File: src/rtl/counter_sequencer.sv
// counter_sequencer: control FSM for a 4-bit loadable counter with limit compare.
// On an accepted start it loads the counter once, then counts the rising edges
// of the counter's terminal-count flag as rounds. It returns to idle after the
// requested number of rounds, or earlier on abort.
module counter_sequencer #(
    parameter int ROUND_W = 4
) (
    input  logic               clk,
    input  logic               rst,
    input  logic               start,
    input  logic [3:0]         start_val,
    input  logic [3:0]         limit,
    input  logic [ROUND_W-1:0] rounds,
    input  logic               pause,
    input  logic               abort,
    input  logic               cnt_tc,
    output logic               cnt_load,
    output logic               cnt_en,
    output logic [3:0]         cnt_b,
    output logic [3:0]         cnt_l,
    output logic               busy,
    output logic               done,
    output logic [ROUND_W-1:0] round_cnt
);

    typedef enum logic [1:0] {
        S_IDLE,
        S_LOAD,
        S_RUN,
        S_DONE
    } state_t;

    state_t             state_reg;
    logic               cnt_load_reg;
    logic               busy_reg;
    logic               done_reg;
    logic [3:0]         cnt_b_reg;
    logic [3:0]         cnt_l_reg;
    logic [ROUND_W-1:0] rounds_reg;
    logic [ROUND_W-1:0] round_cnt_reg;
    logic               tc_prev_reg;

    logic               tc_rise;
    logic [ROUND_W-1:0] round_inc;

    // A round finishes only on a rising edge of cnt_tc, so a counter parked at
    // its limit (for example while paused) is counted once.
    assign tc_rise   = cnt_tc & ~tc_prev_reg;
    assign round_inc = round_cnt_reg + ROUND_W'(1);

    // Enable must react to pause in the same cycle, so it is decoded from state.
    assign cnt_en = (state_reg == S_LOAD) | ((state_reg == S_RUN) & ~pause);

    // Sequencer state, captured parameters and registered Moore outputs.
    always_ff @(posedge clk) begin
        if (rst) begin
            state_reg     <= S_IDLE;
            cnt_load_reg  <= 1'b0;
            busy_reg      <= 1'b0;
            done_reg      <= 1'b0;
            cnt_b_reg     <= '0;
            cnt_l_reg     <= '0;
            rounds_reg    <= '0;
            round_cnt_reg <= '0;
            tc_prev_reg   <= 1'b0;
        end else begin
            case (state_reg)
                S_IDLE: begin
                    if (start) begin
                        cnt_b_reg     <= start_val;
                        cnt_l_reg     <= limit;
                        rounds_reg    <= rounds;
                        round_cnt_reg <= '0;
                        tc_prev_reg   <= 1'b0;
                        if (rounds == '0) begin
                            // Nothing to run: report completion right away.
                            state_reg <= S_DONE;
                            done_reg  <= 1'b1;
                        end else begin
                            state_reg    <= S_LOAD;
                            cnt_load_reg <= 1'b1;
                            busy_reg     <= 1'b1;
                        end
                    end
                end
                S_LOAD: begin
                    cnt_load_reg <= 1'b0;
                    if (abort) begin
                        state_reg <= S_IDLE;
                        busy_reg  <= 1'b0;
                    end else begin
                        state_reg <= S_RUN;
                    end
                end
                S_RUN: begin
                    tc_prev_reg <= cnt_tc;
                    // A completing edge is still counted when abort wins.
                    if (tc_rise) begin
                        round_cnt_reg <= round_inc;
                    end
                    if (abort) begin
                        state_reg <= S_IDLE;
                        busy_reg  <= 1'b0;
                    end else if (tc_rise && (round_inc == rounds_reg)) begin
                        state_reg <= S_DONE;
                        busy_reg  <= 1'b0;
                        done_reg  <= 1'b1;
                    end
                end
                S_DONE: begin
                    done_reg  <= 1'b0;
                    state_reg <= S_IDLE;
                end
                default: begin
                    state_reg <= S_IDLE;
                end
            endcase
        end
    end

    assign cnt_load  = cnt_load_reg;
    assign busy      = busy_reg;
    assign done      = done_reg;
    assign cnt_b     = cnt_b_reg;
    assign cnt_l     = cnt_l_reg;
    assign round_cnt = round_cnt_reg;

endmodule

File: config.mk
export PLATFORM = sky130hd
export DESIGN_NAME = counter_sequencer
export DESIGN_NICKNAME = d
export VERILOG_FILES = /design/src/rtl/counter_sequencer.sv
export SDC_FILE = /design/constraint.sdc
export NUM_CORES = 1
export LEC_CHECK = 0
export CAP_MARGIN = 20
export CORE_ASPECT_RATIO = 0.6
export CORE_UTILIZATION = 48
export CTS_CLUSTER_DIAMETER = 60
export DETAILED_ROUTE_END_ITERATION = 8
export PLACE_DENSITY = 0.82
export REMOVE_ABC_BUFFERS = 1
export SLEW_MARGIN = 20
export SYNTH_ARGS = -nofsm -noshare
export SYNTH_HDL_FRONTEND = slang
export SYNTH_SLANG_ARGS = --single-unit
export TNS_END_PERCENT = 5
File: constraint.sdc
create_clock -name clk -period 3.2 [get_ports clk]
set_input_delay 0.48 -clock clk [delete_from_list [all_inputs] [get_ports clk]]
set_output_delay 0.48 -clock clk [all_outputs]
set_load 0.01 [all_outputs]
# ---- Word-level counts from Yosys, hierarchy flattened
# Index checks and enable logic that the tools add are counted.
# W data, S select, Z words.
dict set report word_totals {
  latchBits 0
  ff_bits 22
  in_bits 18
  word_cells 64
  rom_bits 0
  out_inout_bits 16
  ramBits 0
  mem_count 0
}
dict set report classes {
  n_shift 0
  n_addsub 1
  mul 0
  n_lt_le_gt_ge 0
  div_mod_pow 0
  n_bitwise 5
  muxes 23
  n_eq_ne 12
  n_reduce_logical 14
}
# cell count
set op_table {}
lappend op_table {{$ne A2 B2 Y1 const B} 6}
lappend op_table {{$mux W1} 10}
lappend op_table {{$mux W2} 5}
lappend op_table {{$reduce_and A5 Y1} 2}
lappend op_table {{$mux W4} 2}
lappend op_table {{$pmux W2 S4} 1}
lappend op_table {{$pmux W4 S2} 1}
lappend op_table {{$pmux W1 S3} 2}
lappend op_table {{$reduce_and A2 Y1} 3}
lappend op_table {{$reduce_and A3 Y1} 2}
lappend op_table {{$reduce_bool A3 Y1} 2}
lappend op_table {{$add A4 B1 Y4 const B} 1}
lappend op_table {{$eq A2 B2 Y1 const B} 2}
lappend op_table {{$eq A4 B4 Y1} 1}
lappend op_table {{$logic_not A4 Y1} 1}
lappend op_table {{$pmux W1 S2} 2}
lappend op_table {{$reduce_bool A2 Y1} 2}
lappend op_table {{$ne A3 B2 Y1 const B} 1}
lappend op_table {{$and A1 B1 Y1} 2}
lappend op_table {{$eq A2 B1 Y1 const B} 1}
lappend op_table {{$logic_not A2 Y1} 1}
lappend op_table {{$ne A2 B1 Y1 const B} 1}
lappend op_table {{$not A1 Y1} 2}
lappend op_table {{$logic_and A1 B1 Y1} 1}
lappend op_table {{$or A1 B1 Y1} 1}

# ---- Depth between registers and ports, before layout
dict set report logic_depth {
  depth_word 6
  ltp_mapped 7
}

# ---- Least setup slack after synthesis
# No wires, ideal clock.
dict set report synth_timing {
  path_kind {flip-flop to flip-flop}
  startpoint {reg round_cnt_reg[0], in the netlist round_cnt[0]}
  endpoint {reg done_reg, in the netlist done}
  path_stages_with_launch 7
  t_arrival_ps 1736
  setup_slack_ps 1341
  synth_period_minus_slack_ps 1859
  cell_sequence {dfxtp_1 -> ha_1 -> xor2_1 -> nor3_2 -> nand4_1 -> a221oi_2 -> mux2_1}
}
dict set report synth_between {
  elab_chain_len 5
}
# item line_no
set synth_rtl {}
lappend synth_rtl {{start, declared} 40} ;# logic [ROUND_W-1:0] round_cnt_reg;
lappend synth_rtl {{start signal, assigned} 99} ;# round_cnt_reg <= round_inc;
lappend synth_rtl {{$add A4 B1 Y4} 49} ;# assign round_inc = round_cnt_reg + ROUND_W'(1);
lappend synth_rtl {{$eq A4 B4 Y1} 104} ;# end else if (tc_rise && (round_inc == rounds_reg)) begin
lappend synth_rtl {{$logic_and A1 B1 Y1} 104}
lappend synth_rtl {{$ne A2 B1 Y1 (no source line)} n/a}
lappend synth_rtl {{$reduce_and A5 Y1 (no source line)} n/a}
lappend synth_rtl {{end signal, assigned} 78} ;# done_reg <= 1'b1;
lappend synth_rtl {{end signal, assigned} 107} ;# done_reg <= 1'b1;
lappend synth_rtl {{end signal, assigned} 111} ;# done_reg <= 1'b0;
lappend synth_rtl {{end, declared} 36} ;# logic done_reg;
# No other way between the ends.
# A chain may end at the register's enable or synchronous reset.

# ---- Worst setup path after layout
dict set report layout_timing {
  startpoint {reg state_reg[0]}
  endpoint {out cnt_en}
}
dict set report layout_between {
  elab_chain_len 3
}
# item line_no
set layout_rtl {}
lappend layout_rtl {{start, declared} 33} ;# state_t state_reg;
lappend layout_rtl {{start signal, assigned} 57} ;# state_reg <= S_IDLE;
lappend layout_rtl {{start signal, assigned} 77} ;# state_reg <= S_DONE;
lappend layout_rtl {{start signal, assigned} 80} ;# state_reg <= S_LOAD;
lappend layout_rtl {{$eq A2 B2 Y1} 52} ;# assign cnt_en = (state_reg == S_LOAD) | ((state_reg == S_RUN) & ~pause);
lappend layout_rtl {{$and A1 B1 Y1} 52}
lappend layout_rtl {{$or A1 B1 Y1 (*)} 52}
lappend layout_rtl {{end, declared} 18} ;# output logic cnt_en,
# Every way passes the cells marked *; elsewhere a longest branch is shown, timed or not.

==> results.cfg <==
[run_status]
outcome = finished clean

[logic_synthesis]
synthFlopType = dfxtp_1
synth_top_area_cell = dfxtp_1
synth_top_cell_area_share_pct = 40.9
synth_cells = 134
synth-edff-count = 0
synth_seq_cells = 22
synthDistinctLibCells = 28
synthesis.area_um2 = 1080
syn_area_per_cell_um2 = 8.03
seq_area_frac_synth_pct = 40.9
yosys_warnings = 0
synthArstFlopShare_pct = 0
synthTopCellsByArea = dfxtp_1 41%, nand2_1 10%, a21oi_1 8.4%, ha_1 7.0%, nor2_1 3.8%

[critical_path]
end_kind = primary output
max_stage_delay_ns = 0.55
cp_slowest_cell = clkdlybuf4s50_1
arrival_ns = 1.97
r2r-end = done
crit_fanout = 8
path_cells = inv_1 > ha_1 > inv_1 > o21bai_1 > clkdlybuf4s50_1
path_common_cell = inv_1
worst_setup_path_start_kind = flop
worstPathRequired_ns = 2.72
reg2reg_depth = 6
reg2reg_slack_ns = 1.21
timing.rr.start = round_cnt[0]
critPathKind = reg2out

[die]
initial_core_util_pct = 54.3
die_y_um = 38.7
core_area_um2 = 1980
num_rows = 12
dieWidth_um = 63.1
io_pins = 34
die_area_um2 = 2440

[sta]
finalClockSkew_ns = 0.00216
holdWs_ns = 0.463
fin_setup_tns_ns = 0
setup_viol = 0
post-route-min-period_ns = 2.45
relSlewSlack_pct = 69.2
fmax_ghz = 0.409
hold_viol_final = 0
slew_violations = 0
worst_pin_slew_ns = 0.458
rsz0062_at_grt = no
period_share_pct = 76.5

[clocking]
clkLatencyLatePin_ns = 0.27
ctsHoldBuffers = 0
ctsResizeCount = 0
htreeDepth = 1
post-cts-setup-buffers = 0
cts_root_buf = clkbuf_8
cts_tree = done
numCtsBuffers = 3
cts_sinks = 22
clockBufferDepth = 2
path_clk_slew_ns = 0.08

[pwr]
leakagePower_nw = 0.578
vdd_drop_max_mv = 0.484
p_per_area_nw_per_um2 = 610

[placed_design]
gp_congestion = 0.764
dp.cells = 191
postPlaceCellArea_um2 = 1430
io_buffers = 33
hpwl_mm = 1.93

[route]
maxUsedRoutingLayer = met4
route.met3.wl_um = 212
ant_nets = 0
routedWlPerCell_um = 13.6
detail_route.vias_per_cell = 5.32
drt_first_pass_iters = 4
wirelength_mm = 2.65
wl_met2_mm = 1.22
drt-met1-wl_mm = 1.19
vias = 1037
drc = 0
first_iter_violations = 80

[cells_and_area]
drive_gt1_share_pct = 5.39
antenna_cells = 0
fin_nets = 192
fin_area_um2 = 1500
layout.cells.non_filler = 195
layout_commonest_cell = clkdlybuf4s50_1
most-common-layout-cells = 33 x clkdlybuf4s50_1, 29 x nand2_1, 22 x dfxtp_1
syn2layout_area_growth_pct = 39.5
utilization_pct = 75.8
nFillCells = 150

[global_routing]
grt_pass1_wl_mm = 4.09
grt_overflow = 0
grtUsageTotal_pct = 23.2
grt_pass1_vias = 929
grt_max_degree = 14
grt_antenna_before_repair = 0

[min_path]
hold_path_startpoint = cnt_l[3]
hold_class = reg2reg
holdPathEnd = cnt_l[3]
worstHoldPathCells = 2

[run]
drv_cap = 0
-- kinds of logic after synthesis --
group,share of synthesized area (%)
compound gates,18.0
xor+xnor,4.88
simple gates,24.7
fa+ha+maj,6.98
flops,40.9
mux,1.05
buf+inv,3.49
-- worst max path at each step --
stage	slack (ns)	startpoint	cells past startpoint	endpoint
floorplan	1.34	round_cnt[0]	6	done
global placement	1.02	rounds[0]	5	done
detailed placement	0.92	rounds[0]	5	done
CTS	0.75	state_reg[0]	5	cnt_en
global route	0.67	state_reg[0]	5	cnt_en
finish	0.75	state_reg[0]	5	cnt_en
-- metrics by stage --
step	worst slack, ns	power (mW)
4_1_cts	0.751	0.922
3_5_place_dp	0.924	0.651
2_1_floorplan	1.34	0.520
3_3_place_gp	1.02	0.637
5_1_grt	0.668	0.961
6_report	0.752	0.916
-- critical path, delay by kind of cell, from the launching register on --
kind | cells | cell delay [ns]
AOI/OAI and AO/OA | 1 | 0.17
adders and majority gates | 1 | 0.35
buffers and inverters | 3 | 0.82
DFF | 1 | 0.35
-- synthesized netlist by cell type (2+ instances only) --
| cell type | n |
|---|---|
| nand2_1 | 29 |
| dfxtp_1 | 22 |
| a21oi_1 | 18 |
| nor2_1 | 11 |
| ha_1 | 6 |
| clkbuf_1 | 5 |
| inv_1 | 5 |
| nand2b_1 | 4 |
| o21ai_0 | 4 |
| xnor2_1 | 4 |
| nor2b_1 | 3 |
| a211oi_1 | 2 |
| nand3_1 | 2 |
| nand4_1 | 2 |
| nor4_1 | 2 |
| o21bai_1 | 2 |
| xor2_1 | 2 |
-- metal layers --
layer  up-vias  global-route usage, %
met3         2                   10.0
met5         -                      0
met2        39                   42.7
met4         0                   8.72
met1       474                   24.3
li1        522                      -
-- area by class of cell --
type / count / area, um^2 / share of cell area [%]
Timing Repair Buffer: 34 / 338 / 22.5
Sequential cell: 22 / 440 / 29.3
Multi-Input combinational cell: 102 / 598 / 39.8
Clock inverter: 1 / 30.0 / 2.00
Inverter: 5 / 18.8 / 1.25
Clock buffer: 3 / 41.3 / 2.75
Tap cell: 28 / 35.0 / 2.33
-- where the power goes --
part           total [mW]  internal, mW  switching, mW
Sequential          0.341         0.314         0.0278
Combinational       0.310         0.145          0.164
Clock               0.265         0.167         0.0971
Total               0.916         0.626          0.289
Power figures use the tool's default switching activity.
